$ cat config.mk
export PLATFORM = sky130hd
export DESIGN_NAME = machine_dispatcher
export DESIGN_NICKNAME = d
export VERILOG_FILES = /design/src/rtl/machine_dispatcher.sv
export SDC_FILE = /design/constraint.sdc
export NUM_CORES = 1
export LEC_CHECK = 0
export CAP_MARGIN = 15
export CORE_MARGIN = 1
export CORE_UTILIZATION = 35
export CTS_CLUSTER_DIAMETER = 150
export CTS_CLUSTER_SIZE = 12
export DETAILED_ROUTE_END_ITERATION = 8
export SLEW_MARGIN = 20
export SYNTH_ARGS = -nofsm -noshare
export SYNTH_HDL_FRONTEND = slang
export SYNTH_SLANG_ARGS = --single-unit
$ cat constraint.sdc
create_clock -name clk -period 4 [get_ports clk]
set_clock_uncertainty 0.05 [all_clocks]
set_input_delay 0.6 -clock clk [delete_from_list [all_inputs] [get_ports clk]]
set_output_delay 0.6 -clock clk [all_outputs]
set_load 0.1 [all_outputs]
$ cat src/rtl/machine_dispatcher.sv
// rtl/machine_dispatcher.sv - round-robin scheduler of machine descriptions onto a configure_machine worker bank
//
// Accepts a stream of machine descriptions, dispatches each one to the first
// idle worker at or after the dispatch pointer, and collects one finished
// result per cycle from the first ready and busy worker at or after the
// collect pointer. Collected press counts are summed. done is raised once the
// last machine's result has been collected, and it holds until done_ack.
//
// Ports:
//   clk, rst_n        clock, synchronous active-low reset (also resets workers)
//   in_valid/in_last  machine description offered / final machine of stream
//   in_ready          a machine can be accepted this cycle
//   worker_load       one-hot, combinational: latch description into worker
//   worker_start      one-hot registered start pulse, cycle after load
//   worker_ready      per-worker result-valid level
//   worker_presses    per-worker result, worker i at [i*W +: W]
//   worker_accepted   one-hot, combinational: result consumed this cycle
//   total_presses     running sum of collected results (wraps)
//   overflow          sticky: the sum wrapped at least once this stream
//   num_dispatched    machines dispatched this stream
//   num_completed     results collected this stream
//   done              all results of the stream collected
//   done_ack          consumer has read the totals; return to idle
module machine_dispatcher #(
  parameter int NUM_WORKERS       = 2,
  parameter int MAX_NUM_PRESSES_W = 4,
  parameter int SUM_W             = 16,
  parameter int CNT_W             = 10
) (
  input  logic                                     clk,
  input  logic                                     rst_n,
  input  logic                                     in_valid,
  input  logic                                     in_last,
  output logic                                     in_ready,
  output logic [NUM_WORKERS-1:0]                   worker_load,
  output logic [NUM_WORKERS-1:0]                   worker_start,
  input  logic [NUM_WORKERS-1:0]                   worker_ready,
  input  logic [NUM_WORKERS*MAX_NUM_PRESSES_W-1:0] worker_presses,
  output logic [NUM_WORKERS-1:0]                   worker_accepted,
  output logic [SUM_W-1:0]                         total_presses,
  output logic                                     overflow,
  output logic [CNT_W-1:0]                         num_dispatched,
  output logic [CNT_W-1:0]                         num_completed,
  output logic                                     done,
  input  logic                                     done_ack
);

  localparam int PTR_W = (NUM_WORKERS > 1) ? $clog2(NUM_WORKERS) : 1;
  localparam logic [PTR_W-1:0] LAST_IDX = PTR_W'(NUM_WORKERS - 1);
  localparam logic [PTR_W:0]   NW_EXT   = (PTR_W+1)'(NUM_WORKERS);

  typedef enum logic [1:0] {
    S_IDLE,
    S_RUN,
    S_DRAIN,
    S_DONE
  } state_t;

  state_t                  state_q, state_d;
  logic [NUM_WORKERS-1:0]  busy_q, busy_d;
  logic [PTR_W-1:0]        dp_q, dp_d;
  logic [PTR_W-1:0]        cp_q, cp_d;
  logic [SUM_W-1:0]        total_q, total_d;
  logic                    ovf_q, ovf_d;
  logic [CNT_W-1:0]        ndisp_q, ndisp_d;
  logic [CNT_W-1:0]        ncomp_q, ncomp_d;
  logic [NUM_WORKERS-1:0]  start_q, start_d;
  logic                    done_q, done_d;

  logic                    handshake;
  logic                    disp_found;
  logic [PTR_W-1:0]        disp_idx;
  logic                    coll_found;
  logic [PTR_W-1:0]        coll_idx;
  logic [NUM_WORKERS-1:0]  coll_cand;
  logic [PTR_W:0]          disp_probe;
  logic [PTR_W:0]          coll_probe;
  logic [MAX_NUM_PRESSES_W-1:0] sel_presses;
  logic [SUM_W:0]          sum_ext;

  // Pointer increment modulo NUM_WORKERS; collapses to constant 0 for one worker.
  function automatic logic [PTR_W-1:0] wrap_inc(input logic [PTR_W-1:0] ptr);
    return (ptr == LAST_IDX) ? '0 : ptr + PTR_W'(1);
  endfunction

  // First idle worker searching upward from dp with wrap-around.
  always_comb begin
    disp_found = 1'b0;
    disp_idx   = '0;
    disp_probe = '0;
    for (int k = 0; k < NUM_WORKERS; k++) begin
      disp_probe = {1'b0, dp_q} + (PTR_W+1)'(k);
      if (disp_probe >= NW_EXT) disp_probe = disp_probe - NW_EXT;
      if (!disp_found && !busy_q[disp_probe[PTR_W-1:0]]) begin
        disp_found = 1'b1;
        disp_idx   = disp_probe[PTR_W-1:0];
      end
    end
  end

  // Only busy workers are candidates, so a result that lingers after its
  // accept (busy already cleared) is never collected twice.
  assign coll_cand = worker_ready & busy_q;

  always_comb begin
    coll_found = 1'b0;
    coll_idx   = '0;
    coll_probe = '0;
    for (int k = 0; k < NUM_WORKERS; k++) begin
      coll_probe = {1'b0, cp_q} + (PTR_W+1)'(k);
      if (coll_probe >= NW_EXT) coll_probe = coll_probe - NW_EXT;
      if (!coll_found && coll_cand[coll_probe[PTR_W-1:0]]) begin
        coll_found = 1'b1;
        coll_idx   = coll_probe[PTR_W-1:0];
      end
    end
  end

  assign in_ready        = ((state_q == S_IDLE) || (state_q == S_RUN)) && disp_found;
  assign handshake       = in_valid && in_ready;
  assign worker_load     = handshake  ? (NUM_WORKERS'(1) << disp_idx) : '0;
  assign worker_accepted = coll_found ? (NUM_WORKERS'(1) << coll_idx) : '0;

  assign sel_presses = worker_presses[coll_idx*MAX_NUM_PRESSES_W +: MAX_NUM_PRESSES_W];
  assign sum_ext     = {1'b0, total_q} + (SUM_W+1)'(sel_presses);

  always_comb begin
    state_d = state_q;
    busy_d  = busy_q;
    dp_d    = dp_q;
    cp_d    = cp_q;
    total_d = total_q;
    ovf_d   = ovf_q;
    ndisp_d = ndisp_q;
    ncomp_d = ncomp_q;
    start_d = '0;

    // A new stream clears the previous totals before its first dispatch lands.
    if ((state_q == S_IDLE) && handshake) begin
      total_d = '0;
      ovf_d   = 1'b0;
      ndisp_d = '0;
      ncomp_d = '0;
    end

    if (handshake) begin
      busy_d  = busy_d | worker_load;
      dp_d    = wrap_inc(disp_idx);
      ndisp_d = ndisp_d + CNT_W'(1);
      start_d = worker_load;
    end

    // Dispatch and collect never target the same worker (!busy vs busy).
    if (coll_found) begin
      busy_d  = busy_d & ~worker_accepted;
      cp_d    = wrap_inc(coll_idx);
      total_d = sum_ext[SUM_W-1:0];
      if (sum_ext[SUM_W]) ovf_d = 1'b1;
      ncomp_d = ncomp_q + CNT_W'(1);
    end

    case (state_q)
      S_IDLE:  if (handshake) state_d = in_last ? S_DRAIN : S_RUN;
      S_RUN:   if (handshake && in_last) state_d = S_DRAIN;
      S_DRAIN: if ((busy_q == '0) && !coll_found) state_d = S_DONE;
      S_DONE:  if (done_ack) state_d = S_IDLE;
      default: state_d = S_IDLE;
    endcase

    done_d = (state_d == S_DONE);
  end

  always_ff @(posedge clk) begin
    if (!rst_n) begin
      state_q <= S_IDLE;
      busy_q  <= '0;
      dp_q    <= '0;
      cp_q    <= '0;
      total_q <= '0;
      ovf_q   <= 1'b0;
      ndisp_q <= '0;
      ncomp_q <= '0;
      start_q <= '0;
      done_q  <= 1'b0;
    end else begin
      state_q <= state_d;
      busy_q  <= busy_d;
      dp_q    <= dp_d;
      cp_q    <= cp_d;
      total_q <= total_d;
      ovf_q   <= ovf_d;
      ndisp_q <= ndisp_d;
      ncomp_q <= ncomp_d;
      start_q <= start_d;
      done_q  <= done_d;
    end
  end

  assign worker_start   = start_q;
  assign total_presses  = total_q;
  assign overflow       = ovf_q;
  assign num_dispatched = ndisp_q;
  assign num_completed  = ncomp_q;
  assign done           = done_q;

endmodule

==> metrics.md, run 1 <==
| Metric | Value |
|---|---|
| Share of layout cells above drive strength 1 | 8.235% |
| Clock Path Buffers | 2 |
| Syn Inst Count | 286 |
| R2r setup slk | 1.05 ns |
| CP Class | in -> reg |
| Routed WL | 5864 um |
| Outcome | finished, violations left |
| Yosys reg bits | 46 |
| CP max stage delay | 0.57 ns |
| Clock network fraction of total power | 26.8% |
| Setup TNS | 0 ns |
| CTS Buf Count | 5 |
| Reg power frac | 46.0% |
| Via count | 2255 |
| DRC violations left | 9 |
| Pwr dens | 350.5 mW/mm2 |
| Clk Latency, worst-skew pair | 0.29 ns |
| Hold_buf cts | 0 |
| Clock Sinks | 46 |
| Most frequent cell after synthesis | dfxtp_1 |
| Largest net degree at the start of global routing | 25 |
| Ys flop type | dfxtp_1 |
| Overflow after GRT | 0 |
| Nets@finish | 362 |
| Clk root buf | clkbuf_8 |
| VDD IR max | 0.1816 mV |
| Area grow syn2layout | 30.03% |
| CP endpoint kind | register |
| CTS clk-pin slew, worst paths | 0.08 ns |
| Synth top cells by count | dfxtp_1, nand2_1, a21oi_1 |
| Initial Util | 36.71% |
| Antenna violations before repair | 0 |
| Net Sw Frac | 35.88% |
| RSZ-0062 raised after global routing | no |
| Post-synth ARST share | 0% |
| Die area | 0.007107 mm2 |
| Crit share post-route | 81.99% |
| Leakage | 1.080 nW |
| Post-DR vias/cell | 5.408 |
| Count of final hold-check violations | 0 |
| Resized Gates After CTS | 0 |
| Worst hold path type | reg -> reg |
| Via count of the first global-routing pass | 1972 |
| Ant. Diodes | 0 |
| CP max FO | 8 |
| Arrival @ worst endpoint | 3.43 ns |
| Startpoint types | primary input |
| Slowest-stage cell, CP | clkdlybuf4s50_1 |
| Max cap viols | 0 |
| Avg Cell Area, Syn | 8.290 um2 |
| Final Total Pwr | 0.001080 W |
| Comb pwr share | 27.2% |
| Slew @ Worst Pin | 0.9831 ns |
| WL/cell | 14.06 um |
| First-pass GRT wire length | 9915 um |
| Maximum clock frequency | 0.3049 GHz |
| Post-DRT Antenna Nets | 0 |
| Synth top area share | 38.84% |
| Final Slew Violations | 0 |
| GRT Overall Usage | 17.26% |
| CP dominant cell by count | nand2_1 |
| Internal power | 0.0006928 W |
| Worst EP required | 4.15 ns |
| Mapped Nets | 309 |
| Top Ports | 60 |
| YS warnings | 0 |
| Post-synth EDFFs | 0 |
| Drt initial violations | 119 |
| DIE WIDTH | 84.31 um |
| Switching power | 0.0003877 W |
| Top cells by area, synth | dfxtp_1, a21oi_1, nand2_1 |
| Final worst path period need | 3.279 ns |
| PortBufs | 59 |
| Height of the die | 84.31 um |
| Sequential share of the synthesized area | 38.84% |
| CORE AREA | 0.006459 mm2 |
| Cell taking the most area after synthesis | dfxtp_1 |
| Unique masters post-synth | 49 |
| Half-perimeter wire length after placement | 4219 um |
| TritonCTS clock tree | built |
| Cell Area, Synth | 0.002371 mm2 |
| RD Place Congestion | 0.8100 |
| Critical path cell sequence | clkdlybuf4s50_1 -> nand2_1 -> o211a_1 -> mux2_2 -> ha_1 -> inv_1 -> fa_1 -> nand3b_1 -> a2111oi_4 -> nand2_1 -> o31ai_1 |
| Failing checks | design-rule violations |
| Row count | 29 |
| Slew margin rel. | 34.26% |
| Final setup vio count | 0 |
| Drt first pass iters | 6 |
| Clock H-tree levels | 2 |
| Postcts setup bufs | 0 |
==> state kept, by name, indices dropped and copies added (netlist names) <==
signal / count
overflow: 1
busy_q: 2
dp_q: 1
cp_q: 1
done: 1
num_dispatched: 10
state_q: 2
total_presses: 16
worker_start: 2
num_completed: 10
==> cell families (layout without fill, tap and decap cells) <==
group / count (synthesis) / count (layout) / share of synthesized area [%]
AND/OR/NAND/NOR: 120 / 120 / 25.59
AO/OA/AOI/OAI: 79 / 79 / 22.59
multiplexers: 5 / 5 / 2.322
buffers and inverters: 23 / 77 / 4.274
flip-flops: 46 / 46 / 38.84
XOR/XNOR: 5 / 5 / 1.847
adder cells (fa/ha/maj): 8 / 8 / 4.538
==> layout make-up <==
cell class,count,area (um2)
clock buffer,7,86.33
clock inverter,1,5.005
fill,623,3376
inverter,8,30.03
multi-input combinational,217,1349
sequential,46,920.9
tap,77,96.34
timing repair buffer,61,595.6
==> power by group through the flow <==
stage | Clock, W | Sequential [W] | Combinational [W]
6_report | 0.000290 | 0.000497 | 0.000294
5_1_grt | 0.000327 | 0.000501 | 0.000312
4_1_cts | 0.000303 | 0.000497 | 0.000294
3_5_place_dp | 0 | 0.000508 | 0.000293
3_3_place_gp | 0 | 0.000507 | 0.000294
2_1_floorplan | 0 | 0.000560 | 0.000168
==> metal layers <==
metal	routed length, um	share of wire [%]	vias to the layer above	GRT usage [%]
met1	3072	52	1040	25.79
met3	268	4.6	6	3.048
met2	2466	42	54	25.04
met4	57	0.97	0	5.329
met5	0	0	-	0
li1	-	-	1155	-
==> through the flow <==
step	setup slack (ns)	instances	hold WS (ns)	util [%]	instance area, um2
finish	0.7206	417	0.4235	47.73	3083
global route	0.5382	417	0.4554	47.73	3083
CTS	0.7453	417	0.4302	47.73	3083
detailed placement	0.4539	409	0.4128	46.32	2992
global placement	0.5073	409	0.4122	46.32	2992
floorplan	0.4421	286	0.4286	-	2371
==> worst paths after layout <==
check                         from                end  cells past startpoint
setup reg to reg         busy_q[0]  total_presses[10]                     10
setup / recovery   worker_ready[0]  total_presses[10]                     11
hold reg to reg   num_completed[9]   num_completed[9]                      1
hold / removal    num_completed[9]   num_completed[9]                      1
==> placed cells by master, fill, tap and decap left out, types with 3 or more instances in the layout <==
master           instances
ha_1                     7
a31oi_1                  4
clkdlybuf4s50_1         55
nor2_1                  26
buf_4                    6
or3_1                    3
and2_1                   5
mux2_2                   4
o31ai_1                  6
nor4_1                   3
nor3_1                   7
a22oi_1                  3
a21oi_1                 28
dfxtp_1                 46
o21ai_0                 15
clkbuf_8                 6
nand4_1                  7
nand3_1                 22
xnor2_1                  3
inv_1                    8
and3_1                   4
o41ai_1                  3
o211ai_1                 4
nand2_1                 33
==> worst max-delay path, delay by kind of cell <==
kind,cells,cell delay (ns)
AOI/OAI and AO/OA,3,0.94
adders and majority gates,2,0.54
buffers and inverters,2,0.62
muxes,1,0.27
and+or+nand+nor,3,0.44
(Power assumes the default switching activity.)
==> run 2, diff against run 1 <==
- clock period: 4 -> 3 ns (I/O delays scaled with it)
==> run 2 against run 1 <==
Against the previous run:
- the flow still finishes with violations (design-rule violations)
- critical endpoint unchanged
- setup slack lost 0.54 ns
- utilization grew 2.0 points
- hold slack gained 0.0038 ns
- via count grew 2.7%
- first-iteration DRC count shrank 29%
- highest routed layer unchanged
- clock power grew 53%
- flip-flop and latch count is the same
- sequential power grew 32%
==> metrics.md, run 2 (synthesized netlist as in run 1, its figures left out) <==
| Metric | Value |
|---|---|
| Via count | 2316 (+2.7%) |
| Ant. Diodes | 0 (unchanged) |
| Count of final hold-check violations | 0 (unchanged) |
| Worst path bufs/invs | 3 (+1) |
| Clk Latency, worst-skew pair | 0.29 ns (about the same) |
| Failing checks | design-rule violations |
| WHS Path Cells | 1 (unchanged) |
| Area grow syn2layout | 35.51% |
| Routed WL | 6180 um (+5.4%) |
| Height of the die | 84.31 um (unchanged) |
| Outcome | finished, violations left |
| Initial Util | 36.71% (unchanged) |
| Slowest-stage cell, CP | a2111oi_4 |
| Post-DR vias/cell | 5.361 (-0.86%) |
| DIE WIDTH | 84.31 um (unchanged) |
| CTS Buf Count | 5 (unchanged) |
| CTS clk-pin slew, worst paths | 0.09 ns (about the same) |
| Post-layout instance count excluding filler cells | 432 (+3.6%) |
| Top Ports | 60 (unchanged) |
| Final setup vio count | 0 (unchanged) |
| Drt first pass iters | 9 (+3) |
| Worst hold path type | reg -> reg |
| CP Class | in -> reg |
| Largest net degree at the start of global routing | 29 (+16%) |
| Drt initial violations | 84 (-29%) |
| Clock Path Buffers | 2 (unchanged) |
| Antenna violations before repair | 0 (unchanged) |
| Row count | 29 (unchanged) |
| WP depth | 10 (-1) |
| RD Place Congestion | 0.8194 (+1.2%) |
| Pwr dens | 483.2 mW/mm2 (+38%) |
| CP max stage delay | 0.49 ns (-0.08 ns) |
| Final worst path period need | 2.824 ns |
| Slew margin rel. | 65.94% (+32 points) |
| GRT Overall Usage | 17.63% (+0.38 points) |
| Most common cell after layout, fill and taps aside | buf_4 |
| Worst EP required | 3.16 ns (-0.99 ns) |
| Slew @ Worst Pin | 0.5103 ns (-0.4728 ns) |
| Inst Count DP | 423 (+3.4%) |
| TritonCTS clock tree | built |
| Maximum clock frequency | 0.3541 GHz |
| DRC violations left | 4 (-5) |
| CP delay by family, top | compound AO/OA/AOI/OAI gates |
| Largest register FFs | 16 (unchanged) |
| R2r setup slk | 0.34 ns (-0.71 ns) |
| Share of layout cells above drive strength 1 | 25.92% (+18 points) |
| Overflow after GRT | 0 (unchanged) |
| First-pass GRT wire length | 10290 um (+3.8%) |
| Critical path cell sequence | clkdlybuf4s50_1 -> o211a_1 -> buf_4 -> buf_4 -> mux2_2 -> ha_4 -> nand3b_1 -> a2111oi_4 -> nand2_1 -> o31ai_1 |
| Max cap viols | 0 (unchanged) |
| Nets@finish | 377 (+4.1%) |
| Clock Sinks | 46 (unchanged) |
| Clk root buf | clkbuf_8 |
| Final Slew Violations | 0 (unchanged) |
| Clock H-tree levels | 2 (unchanged) |
| CP max FO | 4 (-4) |
| Via count of the first global-routing pass | 2146 (+8.8%) |
| Worst hold slack | 0.4273 ns (+0.003760 ns) |
| Post-DRT Antenna Nets | 0 (unchanged) |
| Leakage | 1.273 nW (+18%) |
| CP endpoint kind | register |
| Most frequent cells in the layout | buf_4, dfxtp_1, nand2_1, a21oi_1, nor2_1 |
| Half-perimeter wire length after placement | 4511 um (+6.9%) |
| CORE AREA | 0.006459 mm2 (unchanged) |
| VDD IR max | 0.2555 mV (+41%) |
| R2r worst-path depth | 10 (unchanged) |
| Startpoint types | primary input |
| Fin util | 49.75% (+2.0 points) |
| Arrival @ worst endpoint | 2.99 ns (-0.44 ns) |
| Crit share post-route | 94.15% |
| Die area | 0.007107 mm2 (unchanged) |
| Final Total Pwr | 0.001553 W (+44%) |
| WL/cell | 14.31 um (+1.7%) |
| PortBufs | 59 (unchanged) |
| Setup TNS | 0 ns (unchanged) |
| Hold_buf cts | 0 (unchanged) |
| CP dominant cell by count | buf_4 |
[run 2: cell count changes in the layout (fill, tap and decap cells not counted), moves of 2 or more]
cell / before / now
buf_4: 6 / 58
clkdlybuf4s50_1: 55 / 13
buf_12: 0 / 4
ha_1: 7 / 4
clkbuf_8: 6 / 8
ha_4: 0 / 2
[run 2: worst paths after layout]
check,start,end
max,worker_ready[1],total_presses[10]
min,num_completed[9],num_completed[9]
max reg2reg,busy_q[0],total_presses[10]
min reg2reg,num_completed[9],num_completed[9]
[run 2: through the flow]
| step | area (um2) | setup WS (ns) |
|---|---|---|
| 6_report | 3213 | 0.1756 |
| 5_1_grt | 3213 | -0.009695 |
| 4_1_cts | 3159 | 0.05199 |
| 3_5_place_dp | 3049 | -0.2607 |
| 3_3_place_gp | 3049 | -0.1747 |
| 2_1_floorplan | 2379 | 0.1111 |
[run 2: area by class of cell]
class / instances / area [um2]
clock buffer: 8 / 110.1
fill: 652 / 3246
inverter: 8 / 30.03
multi-input combinational: 217 / 1398
sequential: 46 / 920.9
tap: 77 / 96.34
timing repair buffer: 76 / 658.1
[run 2: repair_timing]
| item | in CTS | in global routing |
|---|---|---|
| setup endpoints to repair | 0 | 5 |
| resized for setup | 0 | 8 |
| setup buffers | 0 | 1 |
[run 2: power breakdown]
| group | internal, W | switching [W] | total, W |
|---|---|---|---|
| Combinational | 0.000146 | 0.000306 | 0.000451 |
| Sequential | 0.000632 | 0.0000248 | 0.000657 |
| Clock | 0.000233 | 0.000211 | 0.000444 |
| Total | 0.00101 | 0.000542 | 0.00155 |
[run 2: per-layer routing]
layer	GRT usage, %	wire length (um)	vias to the layer above
met2	28.09	2751	48
met3	3.048	257	2
met5	0	0	-
met4	3.918	22	0
li1	-	-	1180
met1	24.94	3149	1086
==> run 3, diff against run 2 <==
- ABC_AREA: not set -> 1
- PLACE_DENSITY: not set -> 0.58
==> run 3 against run 2 <==
Against the previous run:
- the run still ends with design-rule violations left
- sequential share of layout area grew 0.26 points
- area after synthesis increased by 3.3%
- global-route usage is 0.33 points lower
- hold slack gained 0.0054 ns
- die area rose by 3.2%
- clock-buffer cell count shrank 1
- design area shrank 0.90%
- non-clock buffer count fell by 11
- via count grew 8.9%
- setup slack better by 0.17 ns
- wire length is 1.3% lower
- critical endpoint is now total_presses[12]
- largest cell class unchanged
==> metrics.md, run 3 <==
| Metric | Value |
|---|---|
| Final Slew Violations | 0 (unchanged) |
| Met1 usage | 20.59% (-4.3 points) |
| Crit share post-route | 88.60% (-5.6 points) |
| Layout fillers | 716 (+9.8%) |
| Resized Gates After CTS | 0 (unchanged) |
| Maximum clock frequency | 0.3762 GHz (+6.3%) |
| Slew @ Worst Pin | 0.7432 ns (+0.2330 ns) |
| Startpoint types | primary input |
| Die area | 0.007334 mm2 (+3.2%) |
| Clk root buf | clkbuf_8 |
| Post-DR vias/cell | 4.775 (-11%) |
| DIE WIDTH | 85.64 um (+1.6%) |
| Half-perimeter wire length after placement | 4504 um (-0.16%) |
| Max cap viols | 0 (unchanged) |
| Clock H-tree levels | 2 (unchanged) |
| Gr busiest metal | met2 |
| CP max FO | 6 (+2) |
| Fin util | 46.87% (-2.9 points) |
| Share of layout cells above drive strength 1 | 16.90% (-9.0 points) |
| Height of the die | 85.64 um (+1.6%) |
| Worst R2R Start | busy_q[0] |
| Unique masters post-synth | 31 (-37%) |
| Hold path endpoint | dp_q |
| Top cells by area, synth | dfxtp_1, nand2_1, a21oi_1 |
| Clock Path Buffers | 2 (unchanged) |
| Via count of the first global-routing pass | 2282 (+6.3%) |
| RD Place Congestion | 0.8248 (+0.66%) |
| Ant. Diodes | 0 (unchanged) |
| CP max stage delay | 0.45 ns (-0.04 ns) |
| Synth top cells by count | nand2_1, dfxtp_1, inv_1 |
| First-pass GRT wire length | 10280 um (-0.13%) |
| Syn Inst Count | 368 (+29%) |
| Met2 Use GR | 30.69% (+2.6 points) |
| Cell Area, Synth | 0.002449 mm2 (+3.3%) |
| Arrival @ worst endpoint | 2.80 ns (-0.19 ns) |
| Postcts setup bufs | 0 (unchanged) |
| Area grow syn2layout | 30.05% |
| Post-DRT Antenna Nets | 0 (unchanged) |
| Slowest-stage cell, CP | clkdlybuf4s50_1 |
| R2R Path End | total_presses[12] |
| Via count | 2521 (+8.9%) |
| CTS Buf Count | 5 (unchanged) |
| Largest register FFs | 16 (unchanged) |
| VDD IR max | 0.2336 mV (-8.6%) |
| Slew margin rel. | 50.40% (-16 points) |
| Cell taking the most area after synthesis | dfxtp_1 |
| Critical path cell sequence | clkdlybuf4s50_1 -> nand2_1 -> nor2_1 -> nor2_4 -> inv_1 -> nand2_1 -> nand2_1 -> ha_1 -> inv_1 -> fa_1 -> o21ai_2 -> nand2_1 -> nor2_1 -> nand2_1 -> o21ai_0 -> nor2_1 |
| Routed WL | 6102 um (-1.3%) |
| Worst min-delay path startpoint | dp_q |
| Setup TNS | 0 ns (unchanged) |
| Leakage | 1.344 nW (+5.6%) |
| Antenna violations before repair | 0 (unchanged) |
| Synth top area share | 37.61% (-1.2 points) |
| Avg Cell Area, Syn | 6.654 um2 (-20%) |
| Most frequent cells in the layout | nand2_1, buf_4, dfxtp_1, inv_1, nor2_1 |
| Worst hold path type | reg -> reg |
| WL/cell | 11.56 um (-19%) |
| Worst EP required | 3.15 ns (about the same) |
| Overflow after GRT | 0 (unchanged) |
| TritonCTS clock tree | built |
| Failing checks | design-rule violations |
| Row count | 30 (+3.4%) |
| Ys flop type | dfxtp_1 |
| Final setup vio count | 0 (unchanged) |
| Pwr dens | 459.2 mW/mm2 (-5.0%) |
| Outcome | finished, violations left |
| RSZ-0062 raised after global routing | no |
| Largest net degree at the start of global routing | 27 (-6.9%) |
| Clock Sinks | 46 (unchanged) |
| Most frequent cell after synthesis | nand2_1 |
| Sequential Area | 920.9 um2 (unchanged) |
| CP endpoint kind | register |
| Sequential share of the synthesized area | 37.61% (-1.2 points) |
| Most common cell after layout, fill and taps aside | nand2_1 |
| Yosys reg bits | 46 (unchanged) |
| Post-synth ARST share | 0% (unchanged) |
| Multi-input combinational cell area | 0.001319 mm2 (-5.6%) |
| Initial Util | 36.04% (-0.67 points) |
| GRT Overall Usage | 17.30% (-0.33 points) |
| WHS Path Cells | 2 (+1) |
| DRC violations left | 1 (-3) |
| Final worst path period need | 2.658 ns (-0.1666 ns) |
| CP Class | in -> reg |
| Drt first pass iters | 8 (-1) |
| Post-synth EDFFs | 0 (unchanged) |
| Drt initial violations | 73 (-13%) |
| YS warnings | 0 (unchanged) |
| Met3 usage | 4.331% (+1.3 points) |
| R2r setup slk | 0.50 ns (+0.16 ns) |
| Top Ports | 60 (unchanged) |
| Nets@finish | 454 (+20%) |
| CTS clk-pin slew, worst paths | 0.08 ns (about the same) |
| PortBufs | 59 (unchanged) |
| Clk Latency, worst-skew pair | 0.29 ns (about the same) |
| CP dominant cell by count | nand2_1 |
| R2r worst-path depth | 15 (+5) |
| Mapped Nets | 391 (+27%) |
| Count of final hold-check violations | 0 (unchanged) |
| Hold_buf cts | 0 (unchanged) |
| CORE AREA | 0.006794 mm2 (+5.2%) |
==> run 3: worst max-delay path by stage <==
stage / start / end / slack, ns / depth (start not counted)
after floorplan: worker_ready[0] / total_presses[12] / 0.15 / 13
after global placement: worker_ready[0] / total_presses[12] / 0.06 / 16
after detailed placement: worker_ready[0] / total_presses[12] / 0.009 / 16
after CTS: worker_ready[0] / total_presses[12] / 0.32 / 16
after global routing: worker_ready[0] / total_presses[12] / 0.06 / 16
final: worker_ready[0] / total_presses[12] / 0.34 / 16
==> run 3: cell families after synthesis <==
family | after synthesis | share of synthesized area, %
flops | 46 | 37.61
simple gates | 191 | 34.13
buf+inv | 55 | 8.737
compound gates | 68 | 15.13
fa+ha+maj | 8 | 4.394
==> run 3: metal layers <==
| layer | vias up | routed length, um |
|---|---|---|
| li1 | 1331 | - |
| met4 | 0 | 65 |
| met3 | 7 | 348 |
| met2 | 52 | 2930 |
| met5 | - | 0 |
| met1 | 1131 | 2757 |
==> run 3: final cells by class <==
| type | count | area share, % |
|---|---|---|
| sequential | 46 | 28.92 |
| clock inverter | 1 | 0.1572 |
| inverter | 46 | 5.422 |
| timing repair buffer | 65 | 17.60 |
| clock buffer | 7 | 2.711 |
| tap | 96 | 3.772 |
| multi-input combinational | 267 | 41.41 |
==> run 3: through the flow <==
step / worst slack (ns) / instance area [um2] / total power [W] / cells / hold slack [ns]
3_3_place_gp: 0.06393 / 3093 / 0.001086 / 520 / 0.4076
3_5_place_dp: 0.008672 / 3093 / 0.001087 / 520 / 0.4122
4_1_cts: 0.3230 / 3184 / 0.001490 / 528 / 0.4319
5_1_grt: 0.06040 / 3184 / 0.001540 / 528 / 0.4548
6_report: 0.3421 / 3184 / 0.001462 / 528 / 0.4327
2_1_floorplan: 0.1489 / 2454 / 0.0009696 / 368 / 0.3902
==> run 3: worst max-delay path, delay by kind of cell <==
| kind | cells | cell delay (ns) |
|---|---|---|
| adder cells (fa/ha/maj) | 2 | 0.56 |
| buffers and inverters | 3 | 0.64 |
| AND/OR/NAND/NOR | 9 | 0.82 |
| AO/OA/AOI/OAI | 2 | 0.33 |
==> run 3: power breakdown <==
part,internal (W),total [W],leakage [nW],switching [W]
Clock,0.000186,0.000392,0.0482,0.000206
Combinational,0.000117,0.000417,0.923,0.000299
Sequential,0.000632,0.000653,0.373,0.0000212
